**config.mk**
```make
export PLATFORM = sky130hd
export DESIGN_NAME = exe_maint_responder
export DESIGN_NICKNAME = d
export VERILOG_FILES = /design/src/rtl/exe_maint_responder.sv
export SDC_FILE = /design/constraint.sdc
export NUM_CORES = 1
export LEC_CHECK = 0
export BUFFER_PORTS_ARGS = -buffer_cell sky130_fd_sc_hd__buf_2
export CAP_MARGIN = 20
export CORE_UTILIZATION = 44
export CTS_CLUSTER_DIAMETER = 120
export DETAILED_ROUTE_END_ITERATION = 10
export PLACE_DENSITY = 0.9
export SETUP_SLACK_MARGIN = 0.05
export SYNTH_ARGS = -nofsm -noshare
export SYNTH_HDL_FRONTEND = slang
export SYNTH_SLANG_ARGS = --single-unit
```
**constraint.sdc**
```tcl
create_clock -name clk -period 2 [get_ports clk]
set_input_delay 0.3 -clock clk [delete_from_list [all_inputs] [get_ports clk]]
set_output_delay 0.3 -clock clk [all_outputs]
set_load 0.01 [all_outputs]
```
**src/rtl/exe_maint_responder.sv**
```systemverilog
// exe_maint_responder: arbitrates execute-stage maintenance requests onto the TLB/icache/dcache ports.
module exe_maint_responder #(
  parameter int ADDR_W = 32
) (
  input  logic              clk,
  input  logic              rst_n,
  input  logic              exe_reset,
  input  logic              tlbcheck_do,
  input  logic [ADDR_W-1:0] tlbcheck_address,
  input  logic              tlbcheck_rw,
  output logic              tlbcheck_done,
  output logic              tlbcheck_page_fault,
  input  logic              tlbflushsingle_do,
  input  logic [ADDR_W-1:0] tlbflushsingle_address,
  output logic              tlbflushsingle_done,
  input  logic              invdcode_do,
  output logic              invdcode_done,
  input  logic              invddata_do,
  output logic              invddata_done,
  input  logic              wbinvddata_do,
  output logic              wbinvddata_done,
  output logic              tlb_op_req,
  output logic              tlb_op_flush,
  output logic [ADDR_W-1:0] tlb_op_address,
  output logic              tlb_op_rw,
  input  logic              tlb_op_ack,
  input  logic              tlb_op_fault,
  output logic              icache_inv_req,
  input  logic              icache_inv_ack,
  output logic              dcache_op_req,
  output logic              dcache_op_writeback,
  input  logic              dcache_op_ack,
  output logic              busy
);
  typedef enum logic [1:0] {IDLE, ISSUE, DONE} state_t;
  typedef enum logic [2:0] {OP_CHK, OP_FLS, OP_ICI, OP_INV, OP_WBI} op_t;
  state_t state, state_nx;
  op_t op, op_nx;
  logic [ADDR_W-1:0] addr, addr_nx;
  logic rw, rw_nx, abort, abort_nx, fault, fault_nx;
  logic any_do, ack, tlb_sel, issue, fin;
  assign any_do = tlbcheck_do | tlbflushsingle_do | invdcode_do | invddata_do | wbinvddata_do;
  assign tlb_sel = op == OP_CHK || op == OP_FLS;
  // Only the selected target's ack can end the transaction; strays are ignored.
  assign ack = tlb_sel ? tlb_op_ack : op == OP_ICI ? icache_inv_ack : dcache_op_ack;
  always_comb begin
    state_nx = state;
    op_nx = op;
    addr_nx = addr;
    rw_nx = rw;
    abort_nx = abort;
    fault_nx = fault;
    case (state)
      IDLE: if (!exe_reset && any_do) begin
        state_nx = ISSUE;
        abort_nx = 1'b0;
        fault_nx = 1'b0;
        op_nx = wbinvddata_do ? OP_WBI : invddata_do ? OP_INV : invdcode_do ? OP_ICI :
                tlbflushsingle_do ? OP_FLS : OP_CHK;
        addr_nx = (wbinvddata_do | invddata_do | invdcode_do) ? '0 :
                  tlbflushsingle_do ? tlbflushsingle_address : tlbcheck_address;
        rw_nx = op_nx == OP_CHK && tlbcheck_rw;
      end
      ISSUE: begin
        abort_nx = abort | exe_reset;
        if (ack) begin
          state_nx = (abort | exe_reset) ? IDLE : DONE;
          fault_nx = op == OP_CHK && tlb_op_fault;
        end
      end
      default: state_nx = IDLE;
    endcase
  end
  always_ff @(posedge clk or negedge rst_n) begin
    if (!rst_n) begin
      state <= IDLE;
      op <= OP_CHK;
      addr <= '0;
      rw <= 1'b0;
      abort <= 1'b0;
      fault <= 1'b0;
    end else begin
      state <= state_nx;
      op <= op_nx;
      addr <= addr_nx;
      rw <= rw_nx;
      abort <= abort_nx;
      fault <= fault_nx;
    end
  end
  assign issue = state == ISSUE;
  // A flush arriving while the done pulse is due swallows it.
  assign fin = state == DONE && !exe_reset;
  assign tlb_op_req = issue && tlb_sel;
  assign tlb_op_flush = tlb_op_req && op == OP_FLS;
  assign tlb_op_address = addr;
  assign tlb_op_rw = rw;
  assign icache_inv_req = issue && op == OP_ICI;
  assign dcache_op_req = issue && (op == OP_INV || op == OP_WBI);
  assign dcache_op_writeback = dcache_op_req && op == OP_WBI;
  assign tlbcheck_done = fin && op == OP_CHK;
  assign tlbcheck_page_fault = tlbcheck_done && fault;
  assign tlbflushsingle_done = fin && op == OP_FLS;
  assign invdcode_done = fin && op == OP_ICI;
  assign invddata_done = fin && op == OP_INV;
  assign wbinvddata_done = fin && op == OP_WBI;
  assign busy = state != IDLE;
endmodule

```
== Yosys cells after proc, flatten, opt, wreduce, memory -nomap -nowiden ==
Index checks and enable logic that the tools add are counted.
Word-level totals
  flip-flop bits (word level): 40
  input bits: 77
  output and inout port bits: 45
  word-level logic and storage cells: 64
Operators by class
  eq/ne operators: 8
  multiplexer cells: 16
  bitwise logic cells: 7
  reduce and logical (&&, ||, !) cells: 27
Operator list (count)
  32-bit 2-to-1 mux: 2
  1-bit logical AND: 15
  2-bit 2-to-1 mux: 5
  1-bit bitwise OR: 7
  3-bit by 2-bit == test with 1-bit output (second input constant): 2
  3-bit logical NOT: 2
  2-bit AND reduction: 3
  1-bit 2-to-1 mux: 5
  2-bit != test (second input constant): 2
  1-bit one-hot mux with 2 select lines: 2
  2-bit one-hot mux with 2 select lines: 1
  2-bit nonzero test: 2
  3-bit by 1-bit == test with 1-bit output (second input constant): 1
  3-bit == test (second input constant): 1
  3-bit 2-to-1 mux: 1
  3-bit AND reduction: 1
  2-bit by 1-bit == test with 1-bit output (second input constant): 1
  2-bit == test (second input constant): 1
  2-bit logical NOT: 1
  1-bit logical OR: 2
  1-bit logical NOT: 1

== Longest topological paths before layout ==
  depth after elaboration: 7
  mapped depth: 6
  gate-level depth less buffers: 4

== Least setup slack after synthesis ==
No wires, ideal clock.
  path kind: input-to-reg
  start point: in invdcode_do
  end point: reg addr[0] (netlist: tlb_op_address[0])
  library setup time: 0.135 ns
  arrival: 1.507 ns
  path slack: 0.358 ns
  stages on the path: 5
  path through: or3_1 -> buf_6 -> o31ai_4 -> buf_6 -> o31ai_1
On the way
  longest elaborated chain between the ends: 5
  elaborated cells between the ends (all ways): 7
  classes of those cells: 1 x mux; 4 x bitwise; 2 x reduce/logical
Ends and longest elaborated chain
  start: declaration: line 16  | input logic invdcode_do,
  1-bit bitwise OR (3 in a row): line 42  | assign any_do = tlbcheck_do | tlbflushsingle_do | invdcode_do | invddata_do | wbinvddata_do;
  1-bit logical AND: line 54  | IDLE: if (!exe_reset && any_do) begin
  2-bit AND reduction (no line)
  end signal: assignment: line 85  | addr <= addr_nx;
  end: declaration: line 39  | logic [ADDR_W-1:0] addr, addr_nx;
Several ways; a longest one is shown, not always the timed one.
A chain may end at the register's enable or synchronous reset.

== Worst setup path after layout ==
  start point: reg op[2]
  end point: out dcache_op_req
On the way
  longest elaborated chain between the ends: 3
  elaborated cells between the ends (all ways): 4
  classes of those cells: 2 x eq/ne; 2 x reduce/logical
Ends and longest elaborated chain
  start: declaration: line 38  | op_t op, op_nx;
  start signal: assignment: line 84  | op <= op_nx;
  3-bit by 2-bit == test with 1-bit output / 3-bit == test (equally long branches): line 99  | assign dcache_op_req = issue && (op == OP_INV || op == OP_WBI);
  1-bit logical OR *: line 99
  1-bit logical AND *: line 99
  end: declaration: line 30  | output logic dcache_op_req,
Mark *: on every way between the ends. The rest lies on a longest branch, timed or not.

==> out/results.tsv <==
stage	metric	value	unit
run_status	status	complete, but fails checks	
run_status	violated checks	DRC	
sta	Setup TNS	0	ns
synth	mapped cell area	2118	sq um
global_route	GR Util met1	22.30	%
setup_path	critical path data arrival time	1.53	ns
synth	post-synthesis simple-gate area fraction	13.94	%
synth	leading post-synthesis cells by cell area	dfrtp_1, mux2i_1, o31ai_1	
drt	drt pass-1 iters	7	
final_layout	cell area after layout	2803	sq um
synth	count of flip-flops with a built-in enable after synthesis	0	
final_layout	share of cells above drive strength 1	41.67	%
drt	Via-to-Cell Ratio	5.027	
job	Max Cap Violations	0	
drt	DRT antenna net count	0	
placement	port bufs	121	
synth	FFs w/ async S/R, synth	100.0	%
clocking	Sink Count	40	
sta	Setup WS post-layout	0.1702	ns
setup_path	crit path kind	flip-flop to output pin	
die	die height	71.39	microns
clocking	TritonCTS clock tree	done	
pwr	worst-case vdd ir drop	0.0004233	V
global_route	GR Overflow Total	0	
die	IO Pins	122	
synth	most instantiated cells after synthesis	nand2_1, dfrtp_1, o31ai_1, mux2i_1, nor2_1	
die	Die Wd	71.39	microns
synth	count leader, synth	nand2_1	
pwr	leakage power	1.544	nW
global_route	GR Util met3	3.938	%
clocking	Worst-path clk slew	0.08	ns
die	Core Area	4504	sq um
die	Initial Util	47.03	%
final_layout	final cell count without fillers	376	
global_route	GRT Max-Usage Layer	met2	
global_route	vias in the first global route	1761	
placement	# placed instances	368	
clocking	TritonCTS buffer count	5	
clocking	clock root cell	clkbuf_8	
synth	xor/xnor share of the synthesized area	0	%
synth	Yosys warnings	0	
sta	min cycle time layout	1.830	ns
final_layout	number of fill cells	372	
clocking	Gates resized, CTS repair	0	
synth	mux contribution to synthesized area	15.12	%
sta	Worst-Margin Slew	0.8600	ns
sta	Final Hold Fails	0	
synth	Adder-Cell Fraction of Synth Area	0	%
synth	Yosys reg bits	40	
global_route	largest net degree at the start of global routing	74	
global_route	Tot GR Track Use	18.91	%
die	Rows	24	
setup_path	crit path launch type	flip-flop	
synth	largest family of logic cells by synthesized area	compound AO/OA/AOI/OAI gates	
min_path	hold crit path type	primary input to async pin	
synth	area share of the largest cell type after synthesis	47.25	%
final_layout	Inserted Diodes	0	
clocking	clock buffer depth	2	
clocking	Hold Buf Count CTS	0	
synth	post-synthesis sequential area ratio	47.25	%
clocking	clock latency on the worst-skew pair	0.28	ns
placement	hpwl dp	3591	microns
drt	WL/cell	12.88	microns
sta	Fin Clk Skew	0.003339	ns
sta	Slew HR	42.67	%
setup_path	crit end category	output pin	
final_layout	Util after Layout	62.22	%
global_route	first-pass GRT wire length	7610	microns
clocking	Post-CTS Setup Bufs	0	
final_layout	Area growth, synth to finish	32.31	%
drt	Iteration-0 DRC Markers	136	
synth	syn nets	287	
synth	Compound-Gate Fraction of Synth Area	16.36	%
synth	post-synthesis cell count	210	
sta	RSZ-0062 raised after global routing	no	
pwr	Power per Cell Area	951.0	nW/um^2
global_route	initial antenna violation count	0	
global_route	M2 GR Usage	33.54	%
drt	final WL	4841	microns
sta	Final Cycle Share	91.49	%
sta	final slew viol count	0	
setup_path	Worst Path Max Fanout	10	
sta	Final Setup Violations	0	
sta	Max Fclk	0.5465	GHz
placement	DP Area	2695	sq um
synth	Unique masters post-synth	27	
clocking	htree depth	2	
setup_path	Req. time, crit path	1.70	ns
drt	drc violations	8	
synth	syn avg cell area	10.09	sq um
placement	dpl ws	0.3055	ns
placement	gpl congestion	0.7612	
die	die area	5096	sq um
synth	Synth Flop Type	dfrtp_1	
synth	largest area contributor in the netlist	dfrtp_1	
drt	DR vias	1890	
final_layout	Final #Nets	400	
==> worst max-delay path: stages, from the launching register on <==
cell,delay (ns)
dfrtp_1,0.49
nand2b_1,0.23
or2_1,0.23
a21oi_1,0.15
buf_2,0.15
==> cell families (layout without fill, tap and decap cells) <==
kind of cell / after synthesis / in the layout
and+or+nand+nor: 69 / 69
buffers and inverters: 24 / 138
DFF: 40 / 40
muxes: 32 / 32
AOI/OAI and AO/OA: 45 / 45
==> cell usage in the layout, fill, tap and decap left out, types with 3 or more instances in the layout <==
master    synthesis  final
nor3_1            5      5
dfrtp_1          40     40
buf_4             0      3
nor2_1            9      9
nand2_1          43     43
mux2i_1          32     32
clkbuf_8          0      5
o31ai_1          35     35
buf_2             4    121
inv_1             5      5
==> report_power, final <==
part	switching [W]	internal, W
Sequential	0.000150	0.000977
Combinational	0.000530	0.000374
Clock	0.000264	0.000370
Total	0.000944	0.00172
==> registers in the layout, indices dropped and copies added (netlist names) <==
signal / flops
tlb_op_address: 32
op: 3
state: 2
abort: 1
fault: 1
tlb_op_rw: 1
==> stage by stage <==
| stage | power (W) | hold slack [ns] |
|---|---|---|
| 2_1_floorplan | 0.001788 | 0.004409 |
| 3_3_place_gp | 0.002016 | 0.4266 |
| 3_5_place_dp | 0.002051 | 0.4466 |
| 4_1_cts | 0.002692 | 0.1428 |
| 5_1_grt | 0.002853 | 0.1982 |
| 6_report | 0.002665 | 0.1176 |
==> metal layers <==
| layer | vias to the layer above | part of all wire, % |
|---|---|---|
| met5 | - | 0 |
| met2 | 74 | 51 |
| li1 | 971 | - |
| met4 | 0 | 1.4 |
| met1 | 837 | 42 |
| met3 | 8 | 5.6 |
==> worst paths after layout <==
check | start | to | slack (ns) | cells after the start
max in group asynchronous | rst_n | tlb_op_address[12]$_DFFE_PN0P_ | 1.34 | 1
max reg2reg | state[1]$_DFFE_PN0P_ | tlb_op_address[25]$_DFFE_PN0P_ | 0.42 | 4
min | rst_n | tlb_op_address[2]$_DFFE_PN0P_ | 0.12 | 1
min in group clk | wbinvddata_do | op[0]$_DFFE_PN0P_ | 0.25 | 2
min reg2reg | abort$_DFFE_PN0P_ | state[1]$_DFFE_PN0P_ | 0.45 | 1
max | op[2]$_DFFE_PN0P_ | dcache_op_req | 0.17 | 4
==> area by class of cell <==
cell class	count	area (sq um)	share of cell area (%)
Timing Repair Buffer	125	648.1	23.12
Inverter	5	18.77	0.6696
Clock inverter	2	35.03	1.250
Multi-Input combinational cell	146	962.2	34.33
Clock buffer	6	72.57	2.589
Tap cell	52	65.06	2.321
Sequential cell	40	1001	35.71
No activity file was read; power rests on OpenSTA's default activity.
